### src/rtl/mc_pkg.sv
// Shared types and encodings for the multicycle RISC-V control unit:
// state enum, opcodes, ALUOp and ALUControl codes.
package mc_pkg;

  typedef enum logic [3:0] {
    S_FETCH     = 4'd0,
    S_DECODE    = 4'd1,
    S_MEMADR    = 4'd2,
    S_MEMREAD   = 4'd3,
    S_MEMWB     = 4'd4,
    S_MEMWRITE  = 4'd5,
    S_EXECUTER  = 4'd6,
    S_EXECUTEI  = 4'd7,
    S_ALUWB     = 4'd8,
    S_BEQ       = 4'd9,
    S_JAL       = 4'd10,
    S_JALR      = 4'd11,
    S_JALR_LINK = 4'd12
  } state_t;

  localparam logic [6:0] OP_LOAD   = 7'b0000011;
  localparam logic [6:0] OP_STORE  = 7'b0100011;
  localparam logic [6:0] OP_RTYPE  = 7'b0110011;
  localparam logic [6:0] OP_ITYPE  = 7'b0010011;
  localparam logic [6:0] OP_BRANCH = 7'b1100011;
  localparam logic [6:0] OP_JAL    = 7'b1101111;
  localparam logic [6:0] OP_JALR   = 7'b1100111;

  typedef enum logic [1:0] {
    ALUOP_ADD   = 2'b00,
    ALUOP_SUB   = 2'b01,
    ALUOP_FUNCT = 2'b10
  } aluop_t;

  localparam logic [2:0] ALU_ADD = 3'b000;
  localparam logic [2:0] ALU_SUB = 3'b001;
  localparam logic [2:0] ALU_AND = 3'b010;
  localparam logic [2:0] ALU_OR  = 3'b011;
  localparam logic [2:0] ALU_SLT = 3'b101;

endpackage

### src/rtl/alu_decoder.sv
// ALU control decode from ALUOp and the instruction funct fields.
// Op5 separates R-type sub from I-type addi when Funct7b5 is set.
module alu_decoder
  import mc_pkg::*;
(
  input  aluop_t     ALUOp,
  input  logic [2:0] Funct3,
  input  logic       Funct7b5,
  input  logic       Op5,
  output logic [2:0] ALUControl
);

  always_comb begin
    ALUControl = ALU_ADD;
    case (ALUOp)
      ALUOP_ADD: ALUControl = ALU_ADD;
      ALUOP_SUB: ALUControl = ALU_SUB;
      ALUOP_FUNCT: begin
        case (Funct3)
          3'b000:  ALUControl = ({Op5, Funct7b5} == 2'b11)
                              ? ALU_SUB : ALU_ADD;
          3'b010:  ALUControl = ALU_SLT;
          3'b110:  ALUControl = ALU_OR;
          3'b111:  ALUControl = ALU_AND;
          default: ALUControl = ALU_ADD;
        endcase
      end
      default: ALUControl = ALU_ADD;
    endcase
  end

endmodule

### src/rtl/mc_control_fsm.sv
// Multicycle RISC-V main control FSM with memory-latency wait counter.
// Define JALR_EN to add the JALR / JALR_LINK states.
module mc_control_fsm
  import mc_pkg::*;
#(
  parameter int MEM_RD_LAT = 1
) (
  input  logic       Clk,
  input  logic       Reset,
  input  logic [6:0] Op,
  input  logic [2:0] Funct3,
  input  logic       Funct7b5,
  input  logic       Zero,
  output logic       PCWrite,
  output logic       AdrSrc,
  output logic       MemWrite,
  output logic       IRWrite,
  output logic       RegWrite,
  output logic [1:0] ResultSrc,
  output logic [1:0] ALUSrcA,
  output logic [1:0] ALUSrcB,
  output logic [1:0] ImmSrc,
  output logic [2:0] ALUControl,
  output logic [3:0] State
);

  localparam logic [1:0] WAIT_LAST = 2'(MEM_RD_LAT);

  state_t     state;
  state_t     state_nxt;
  logic [1:0] cnt;
  logic [1:0] cnt_nxt;
  logic       last;
  logic       pc_update;
  logic       branch;
  aluop_t     alu_op;

  assign last  = (cnt == WAIT_LAST);
  assign State = state;

  always_ff @(posedge Clk) begin
    if (Reset) begin
      state <= S_FETCH;
      cnt   <= 2'd0;
    end else begin
      state <= state_nxt;
      cnt   <= cnt_nxt;
    end
  end

  always_comb begin
    state_nxt = state;
    cnt_nxt   = 2'd0;
    case (state)
      S_FETCH: begin
        if (last) state_nxt = S_DECODE;
        else      cnt_nxt   = cnt + 2'd1;
      end
      S_DECODE: begin
        case (Op)
          OP_LOAD,
          OP_STORE:  state_nxt = S_MEMADR;
          OP_RTYPE:  state_nxt = S_EXECUTER;
          OP_ITYPE:  state_nxt = S_EXECUTEI;
          OP_BRANCH: state_nxt = S_BEQ;
          OP_JAL:    state_nxt = S_JAL;
`ifdef JALR_EN
          OP_JALR:   state_nxt = S_JALR;
`endif
          default:   state_nxt = S_FETCH;
        endcase
      end
      S_MEMADR:
        state_nxt = Op[5] ? S_MEMWRITE : S_MEMREAD;
      S_MEMREAD: begin
        if (last) state_nxt = S_MEMWB;
        else      cnt_nxt   = cnt + 2'd1;
      end
      S_MEMWB,
      S_MEMWRITE,
      S_BEQ,
      S_ALUWB:    state_nxt = S_FETCH;
      S_EXECUTER,
      S_EXECUTEI,
      S_JAL:      state_nxt = S_ALUWB;
`ifdef JALR_EN
      S_JALR:      state_nxt = S_JALR_LINK;
      S_JALR_LINK: state_nxt = S_ALUWB;
`endif
      default:    state_nxt = S_FETCH;
    endcase
  end

  always_comb begin
    AdrSrc    = 1'b0;
    MemWrite  = 1'b0;
    IRWrite   = 1'b0;
    RegWrite  = 1'b0;
    ResultSrc = 2'b00;
    ALUSrcA   = 2'b00;
    ALUSrcB   = 2'b00;
    alu_op    = ALUOP_ADD;
    pc_update = 1'b0;
    branch    = 1'b0;
    case (state)
      S_FETCH: begin
        ALUSrcB   = 2'b10;
        ResultSrc = 2'b10;
        IRWrite   = last;
        pc_update = last;
      end
      S_DECODE: begin
        ALUSrcA = 2'b01;
        ALUSrcB = 2'b01;
      end
      S_MEMADR: begin
        ALUSrcA = 2'b10;
        ALUSrcB = 2'b01;
      end
      S_MEMREAD: AdrSrc = 1'b1;
      S_MEMWB: begin
        ResultSrc = 2'b01;
        RegWrite  = 1'b1;
      end
      S_MEMWRITE: begin
        AdrSrc   = 1'b1;
        MemWrite = 1'b1;
      end
      S_EXECUTER: begin
        ALUSrcA = 2'b10;
        alu_op  = ALUOP_FUNCT;
      end
      S_EXECUTEI: begin
        ALUSrcA = 2'b10;
        ALUSrcB = 2'b01;
        alu_op  = ALUOP_FUNCT;
      end
      S_ALUWB: RegWrite = 1'b1;
      S_BEQ: begin
        ALUSrcA = 2'b10;
        alu_op  = ALUOP_SUB;
        branch  = 1'b1;
      end
      S_JAL: begin
        ALUSrcA   = 2'b01;
        ALUSrcB   = 2'b10;
        pc_update = 1'b1;
      end
`ifdef JALR_EN
      S_JALR: begin
        ALUSrcA   = 2'b10;
        ALUSrcB   = 2'b01;
        ResultSrc = 2'b10;
        pc_update = 1'b1;
      end
      S_JALR_LINK: begin
        ALUSrcA = 2'b01;
        ALUSrcB = 2'b10;
      end
`endif
      default: ;
    endcase
  end

  assign PCWrite = pc_update | (branch & Zero);

  always_comb begin
    ImmSrc = 2'b00;
    unique case (1'b1)
      (Op == OP_STORE):  ImmSrc = 2'b01;
      (Op == OP_BRANCH): ImmSrc = 2'b10;
      (Op == OP_JAL):    ImmSrc = 2'b11;
      (Op == OP_ITYPE),
      (Op == OP_LOAD),
      (Op == OP_JALR):   ImmSrc = 2'b00;
      default:           ImmSrc = 2'b00;
    endcase
  end

  alu_decoder u_alu_dec (
    .ALUOp      (alu_op),
    .Funct3     (Funct3),
    .Funct7b5   (Funct7b5),
    .Op5        (Op[5]),
    .ALUControl (ALUControl)
  );

endmodule

### config.mk
export PLATFORM = sky130hd
export DESIGN_NAME = mc_control_fsm
export DESIGN_NICKNAME = d
export VERILOG_FILES = /design/src/rtl/mc_pkg.sv /design/src/rtl/alu_decoder.sv /design/src/rtl/mc_control_fsm.sv
export SDC_FILE = /design/constraint.sdc
export NUM_CORES = 1
export LEC_CHECK = 0
export CAP_MARGIN = 25
export CORE_MARGIN = 3
export CORE_UTILIZATION = 35
export DETAILED_ROUTE_END_ITERATION = 8
export PLACE_DENSITY = 0.74
export SKIP_LAST_GASP = 1
export SYNTH_ARGS = -nofsm -noshare
export SYNTH_HDL_FRONTEND = slang
export SYNTH_SLANG_ARGS = --single-unit
### constraint.sdc
create_clock -name Clk -period 1.9 [get_ports Clk]
set_clock_uncertainty 0.2 [all_clocks]
set_input_delay 0.38 -clock Clk [delete_from_list [all_inputs] [get_ports Clk]]
set_output_delay 0.38 -clock Clk [all_outputs]
set_load 0.03 [all_outputs]
After elaboration in Yosys (flattened, before gate mapping)
Index checks and enable logic that the tools add are counted.

word-level totals
  register bits after elaboration = 6
  input bits = 14
  output and inout port bits = 20
  logic and storage cells = 64

cells by class
  add/subtract/negate cells = 1
  equality and inequality tests = 25
  multiplexer cells = 19
  bitwise operators = 3
  reductions and logical operators = 14

operators by type and width
  operator              number
  $pmux W4 S5           2
  $eq A4 B3 Y1 const B  4
  $pmux W2 S2           4
  $eq A7 B6 Y1 const B  2
  $eq A7 B7 Y1 const B  2
  $reduce_or A2 Y1      7
  $eq A4 B4 Y1 const B  3
  $pmux W3 S4           1
  $reduce_or A3 Y1      3
  $eq A4 B2 Y1 const B  2
  $mux W4               2
  $eq A7 B2 Y1 const B  1
  $eq A7 B5 Y1 const B  1
  $eq A3 B3 Y1 const B  2
  $mux W1               6
  $pmux W2 S3           1
  $pmux W3 S2           1
  $eq A2 B1 Y1 const B  2
  $eq A2 B2 Y1 const B  2
  $eq A4 B1 Y1 const B  1
  $logic_not A4 Y1      1
  $ne A2 B2 Y1 const B  2
  $reduce_or A4 Y1      1
  $eq A3 B2 Y1 const B  1
  8 further kinds       8

Depth between registers and ports, before layout
Gate-level depths: netlist (run 1).

  depth in word-level cells = 5
  gate-level depth with buffers = 7
  depth with buffers taken out = 6

Cells and area by module
A second synthesis (run 1) with hierarchy kept.

unflattened totals
  cell total of the unflattened synthesis = 91
  area, all modules = 649.4 um^2

by module, submodules not included
  module          times used  cells an instance  area each (um^2)  sequential area each (um^2)
  mc_control_fsm  1           80                 553.0             120.1
  alu_decoder     1           11                 96.3              0.0

Least setup slack after synthesis (run 1)
Ideal clock, no wire load.

  path type = register to output
  start point = reg state[3], in the netlist State[3]
  end point = out IRWrite
  arrival time = 2.124 ns
  data required time = 1.320 ns
  setup slack = -0.804 ns
  stages on the path, launching flop included = 4
  buffers on the path = 1
  path through = dfxtp_1 -> buf_2 -> nor4_1 -> and2_1

on the way
  longest elaborated chain between the ends = 2

RTL lines
  item                    RTL line               text
  from (decl)             mc_control_fsm.sv:29   state_t state;
  from (signal assigned)  mc_control_fsm.sv:46   state <= state_nxt;
  $logic_not A4 Y1        mc_control_fsm.sv:105  case (state)
  $mux W1                 mc_control_fsm.sv:105
  to (decl)               mc_control_fsm.sv:17   output logic IRWrite,

No other way between the ends.

Worst setup path in the final report (run 1)
  start point = reg state[1], in the netlist State[1]
  end point = out ALUControl[1]

on the way
  longest elaborated chain between the ends = 5
  elaborated cells on any way between the ends = 8
  classes of those cells = eq/ne: 5; mux: 2; reduce/logical: 1

RTL lines
  item                                          RTL line               text
  $eq A4 B3 Y1                                  mc_control_fsm.sv:105
  $reduce_or A2 Y1 (no line)                    n/a
  $pmux W2 S2 *                                 mc_control_fsm.sv:105
  $eq A2 B2 Y1 or $eq A2 B1 Y1 (tied branches)  alu_decoder.sv:15      case (ALUOp)
  $pmux W3 S2 *                                 alu_decoder.sv:15
  to (decl)                                     mc_control_fsm.sv:23   output logic [2:0] ALUControl,

Mark *: on every way between the ends. The rest lies on a longest branch, timed or not.

==> out/qor.yml, run 1 <==
synthesis:
  yosysWarnings: 0
  synth_nets: 116
  synth.ff_latch_count: 6
  synth_cell_type_count: 34
  syn_area_um2: 681
  netlist_instances: 99
  async_flop_share_pct: 0
  ys_seq_area_share_pct: 17.6
  ys.flop_type: "dfxtp_1"
  synth_edf_count: 0
  avgSynthCellArea_um2: 6.88
timing:
  finalHoldViolCount: 0
  period_needed_ns: 2.28
  rsz0062_at_grt: "yes"
  fmax_mhz: 439
  worst_slack_ns: -0.378
  timing.final.crit_share_pct: 120
  drv_slew: 0
  relSlewSlack_pct: 79.1
  tightestPinTransition_ns: 0.311
  setup_viol: 13
  setup_tns_ns: -1.73
status:
  outcome: "complete, but fails checks"
  violations: "negative setup slack"
run:
  cap_violations: 0
clock_tree:
  clk_pin_slew_ns: 0.06
  numCtsBuffers: 3
  ctsRootBufferMaster: "clkbuf_4"
  cts_max_level: 1
  clock_sinks: 6
  cts-hold-fix-buffers: 0
  cts_max_path_buffers: 2
  clk_latency_ns: 0.28
  cts_tree: "done"
drt:
  drt-initial-drc-count: 18
  drtAntennaViolNets: 0
  drt_first_pass_iters: 4
  drt-total-wl_mm: 3.27
  drc: 0
  wl_per_cell_um: 17.5
  via_count: 1004
  vias_per_cell: 5.37
layout:
  final_common_cell: "buf_4"
  fin_nets: 181
  diodes: 0
  area_growth_pct: 125
  final_util_pct: 85.8
  fin_cells: 187
  final_cell_mix: "34 x buf_4, 14 x nor2_1, 13 x buf_6, 9 x dlygate4sd2_1"
  drive_gt1_share_pct: 56.8
global_routing:
  grt_max_degree: 21
  grt_pass1_vias: 948
  gr-total-overflow: 0
  track_usage_pct: 21.6
  grt_pass1_wl_mm: 4.19
  antenna_found_initial: 0
worst_setup_path:
  r2r-start: "State[2]$_SDFFE_PP0P_"
  critPathRequiredTime_ns: 1.32
  cp-startpoint: "State[1]$_SDFFE_PP0P_"
  crit_fanout: 4
  critical_path_class: "flop to output port"
  crit_arrival_ns: 1.70
  cp-end-kind: "output port"
  worst_setup_path_start_kind: "flop"
pwr:
  peakVddDrop_mv: 0.542
  power.density_nw_per_um2: 772
  p_leak_uw: 0.000712
  power_uw: 1180
min_path:
  worst_hold_path_type: "flop to flop"
  min_from: "cnt[0]$_SDFF_PP0_"
floorplanning:
  rows: 15
  die_y_um: 50.1
  start_util_pct: 38.2
  fp.dieW_um: 50.1
  die_area_um2: 2510
  core_um2: 1780
  io_pins: 34
placed_design:
  dp_cells: 176
  dpl.hpwl_mm: 1.82
  port_buffers: 33
  gp_congestion: 0.799
registers in the layout, summed over array words and instances (netlist names):
| signal | flops |
|---|---|
| State | 4 |
| cnt | 2 |
worst paths after layout:
kind / to / slack [ns] / cells after the start
worst min register to register: cnt[0]$_SDFF_PP0_ / 0.25 / 1
worst max-delay path: ALUControl[1] / -0.38 / 8
worst max register to register: State[1]$_SDFFE_PP0P_ / 0.07 / 7
worst min-delay path: cnt[0]$_SDFF_PP0_ / 0.25 / 1
metal layers:
| metal | share of wire, % | GRT usage, % | up-vias |
|---|---|---|---|
| li1 | - | - | 472 |
| met1 | 38 | 23.6 | 472 |
| met2 | 52 | 41.3 | 44 |
| met3 | 4.4 | 4.23 | 16 |
| met4 | 5.1 | 5.53 | 0 |
| met5 | 0 | 0 | - |
synthesized netlist by cell type (all sizes together), types with 2 or more instances:
cell    number  area [um2]
inv          5        18.8
and3         2        12.5
xnor2        3        26.3
nand2        8        30.0
dfxtp        6         120
and2b        2        15.0
nand3        2        10.0
nor2b        5        31.3
o21ai        4        20.0
buf          6        38.8
nor3         8        40.0
ha           3        37.5
nand2b       4        32.5
nor4         3        25.0
nor2        16        60.1
a31oi        3        18.8
and2         2        12.5
a21oi        4        20.0
a21o         3        22.5
stage by stage:
| stage | hold slack, ns | worst slack (ns) | instance area (um2) |
|---|---|---|---|
| after global placement | 0.208 | -0.620 | 1280 |
| final | 0.249 | -0.378 | 1530 |
| after CTS | 0.239 | -0.295 | 1430 |
| after global routing | 0.263 | -0.435 | 1530 |
| after floorplan | 0.198 | -0.105 | 812 |
| after detailed placement | 0.234 | -0.667 | 1280 |
cell type report:
type / instances / area (um2)
repair buffers: 66 / 608
multi-input cells: 82 / 714
inverters: 5 / 18.8
flip-flops and latches: 6 / 135
fillers: 95 / 253
clock buffers: 3 / 22.5
well taps: 25 / 31.3
critical path: stages, from the launching register on:
cell and delay [ns]:
dfxtp_4 0.36, buf_12 0.12, nor2b_4 0.13, nand2_4 0.06
inv_2 0.06, ha_4 0.21, buf_6 0.12, nor3_4 0.19
buf_6 0.16
repair_timing:
action,CTS,global route
cloned,0,0
gates resized for setup,40,22
pin swaps,9,6
buffers inserted,6,5
setup endpoints to repair,16,16
kinds of logic (layout without fill, tap and decap cells):
group / Yosys count / count (layout) / synth area share, %
AO/OA/AOI/OAI: 18 / 18 / 17.5
buffers and inverters: 11 / 74 / 8.46
adder cells (fa/ha/maj): 3 / 3 / 5.52
flip-flops: 6 / 6 / 17.6
AND/OR/NAND/NOR: 57 / 57 / 45.6
multiplexers: 1 / 1 / 1.47
XOR/XNOR: 3 / 3 / 3.86
where the power goes:
group / leakage (uW) / switching [uW] / total, uW / internal (uW)
Combinational: 0.000646 / 492 / 864 / 372
Clock: 0.0000138 / 66.2 / 139 / 72.8
Sequential: 0.0000520 / 19.3 / 178 / 159
No activity file was read; power rests on OpenSTA's default activity.
==> run 2, diff against run 1 <==
--- a/config.mk
+++ b/config.mk
@@ -7,9 +7,9 @@
 export LEC_CHECK = 0
 export CAP_MARGIN = 25
 export CORE_MARGIN = 3
-export CORE_UTILIZATION = 35
+export CORE_UTILIZATION = 42
 export DETAILED_ROUTE_END_ITERATION = 8
-export PLACE_DENSITY = 0.74
+export PLACE_DENSITY = 0.83
 export SKIP_LAST_GASP = 1
 export SYNTH_ARGS = -nofsm -noshare
 export SYNTH_HDL_FRONTEND = slang
==> constraint.sdc (replaced) <==
create_clock -name Clk -period 2.8 [get_ports Clk]
set_clock_uncertainty 0.2 [all_clocks]
set_input_delay 0.56 -clock Clk [delete_from_list [all_inputs] [get_ports Clk]]
set_output_delay 0.56 -clock Clk [all_outputs]
set_load 0.03 [all_outputs]
==> run 2 against run 1 <==
Compared with the run above:
- the flow now finishes without violations
- flip-flop and latch count unchanged
- worst setup slack improved by 0.47 ns
- register-to-register slack improved by 0.94 ns
- cell area fell by 31%
- total power shrank 44%
- global-route usage fell by 1.8 points
- die area shrank 15%
- via count is 18% lower
- clock power shrank 42%
- sequential power down 27%
- sequential share of layout area is 2.7 points higher
- clock-buffer cell count unchanged
==> out/qor.yml, run 2 (synthesis gave the netlist of run 1 again) <==
status:
  outcome: "completed"
pwr:
  p_switching_uw: 295
  p_leak_uw: 0.000448
  internal_power_uw: 361
  power.density_nw_per_um2: 623
  peakVddDrop_mv: 0.354
  swShare_pct: 45.0
  seq_power_share_pct: 19.9
  comb_power_share_pct: 67.8
  clock_power_share_pct: 12.3
min_path:
  worst_hold_path_type: "flop to flop"
timing:
  finalHoldViolCount: 0
  period_needed_ns: 2.71
  fmax_mhz: 369
  drv_slew: 0
  setup_tns_ns: 0
  rsz0062_at_grt: "no"
  setup_viol: 0
  timing.final.crit_share_pct: 96.7
  tightestPinTransition_ns: 0.336
  relSlewSlack_pct: 77.6
clock_tree:
  ctsRootBufferMaster: "clkbuf_4"
  clock_sinks: 6
  numCtsBuffers: 3
  cts_max_level: 1
  clk_pin_slew_ns: 0.05
  clk_latency_ns: 0.25
  cts_tree: "done"
  cts-hold-fix-buffers: 0
  cts_max_path_buffers: 2
drt:
  wl_met2_um: 888
  via_count: 820
  wl_met3_um: 134
  drtAntennaViolNets: 0
  drc: 0
  drt-total-wl_mm: 1.86
  vias_per_cell: 5.50
  drt_first_pass_iters: 4
  wl_per_cell_um: 12.5
  met1Wirelength_um: 829
  drt-initial-drc-count: 14
  top_layer_used: "met4"
layout:
  area_growth_pct: 54.8
  drive_gt1_share_pct: 14.9
  final_common_cell: "clkdlybuf4s50_1"
  final_cell_mix: "27 x clkdlybuf4s50_1, 16 x nor2_1, 10 x buf_4, 8 x nand2_1, 7 x nor3_1"
  diodes: 0
  largest_reg_flops: 4
  final_area_um2: 1050
  fin_nets: 153
global_routing:
  grt_pass1_wl_mm: 3.14
  gr-total-overflow: 0
  track_usage_pct: 19.8
  antenna_found_initial: 0
  grt_pass1_vias: 751
  grt_max_degree: 15
floorplanning:
  fp.dieW_um: 46.3
  start_util_pct: 48.1
  rows: 13
  die_y_um: 46.3
  io_pins: 34
  core_um2: 1420
  die_area_um2: 2140
placed_design:
  place_area_um2: 1030
  port_buffers: 33
  gp_congestion: 0.812
  dpl.hpwl_mm: 1.49
run:
  cap_violations: 0
worst_setup_path:
  critPathRequiredTime_ns: 2.04
  worst_path_largest_cell_delay_ns: 0.70
  crit_arrival_ns: 1.95
  worst_setup_path_start_kind: "flop"
  critPathSlowestCell: "clkdlybuf4s50_1"
  crit_fanout: 14
  cp-end-kind: "output port"
  crit_chain: "buf_4 > and2b_1 > o21ai_0 > clkdlybuf4s50_1"
  critical_path_class: "flop to output port"
-- run 2: cell types whose count changed in the layout (fill, tap and decap cells not counted), moves of 4 or more --
cell / before / now
clkdlybuf4s50_1: 5 / 27
nor3_1: 3 / 7
dfxtp_4: 4 / 0
nor2b_4: 4 / 0
nor2b_1: 1 / 5
buf_6: 13 / 0
buf_4: 34 / 10
dlygate4sd2_1: 9 / 0
-- run 2: power by group through the flow --
stage	Combinational [uW]	Sequential [uW]	Clock, uW
global route	482	135	87.4
global placement	441	133	0
detailed placement	449	132	0
CTS	450	131	82.0
floorplan	288	134	0
finish	445	130	80.8
-- run 2: worst paths after layout --
check / end / slack (ns) / start / depth (start not counted)
worst min-delay path: cnt[0]$_SDFF_PP0_ / 0.22 / cnt[0]$_SDFF_PP0_ / 1
worst min register to register: cnt[0]$_SDFF_PP0_ / 0.22 / cnt[0]$_SDFF_PP0_ / 1
worst max-delay path: ALUSrcA[1] / 0.09 / State[2]$_SDFFE_PP0P_ / 4
worst max register to register: State[1]$_SDFFE_PP0P_ / 1.01 / State[0]$_SDFFE_PP0P_ / 5
-- run 2: what timing repair did --
action                                 in CTS  in global routing
setup endpoints to repair                   1                  1
resized for setup                           1                  1
buffers inserted                            0                  0
endpoints found under the hold margin       0                  0
-- run 2: per-layer routing --
layer | track usage (%) | up-vias
met5 | 0 | -
met4 | 2.84 | 0
met3 | 5.08 | 2
met2 | 33.5 | 32
met1 | 25.5 | 366
li1 | - | 420
-- run 2: worst max-delay path: cells and delay by family (launching register included) --
| family | cells | cell delay, ns |
|---|---|---|
| simple gates | 1 | 0.20 |
| buf+inv | 2 | 0.94 |
| compound gates | 1 | 0.14 |
| flops | 1 | 0.42 |
-- run 2: layout make-up --
type | count | area, um2
Inverter | 5 | 18.8
Tap cell | 15 | 18.8
Multi-Input combinational cell | 82 | 514
Fill cell | 120 | 362
Clock buffer | 3 | 22.5
Sequential cell | 6 | 121
Timing Repair Buffer | 38 | 358
-- run 2: stage by stage --
stage / instances / util [%] / total power, uW / setup WS, ns / hold slack [ns]
5_1_grt: 149 / 74.4 / 705 / 0.00952 / 0.250
3_5_place_dp: 146 / 72.6 / 581 / 0.125 / 0.218
2_1_floorplan: 99 / - / 422 / 0.0361 / 0.198
4_1_cts: 149 / 74.3 / 663 / 0.0923 / 0.224
6_report: 149 / 74.4 / 656 / 0.0922 / 0.222
3_3_place_gp: 146 / 72.6 / 573 / 0.129 / 0.209
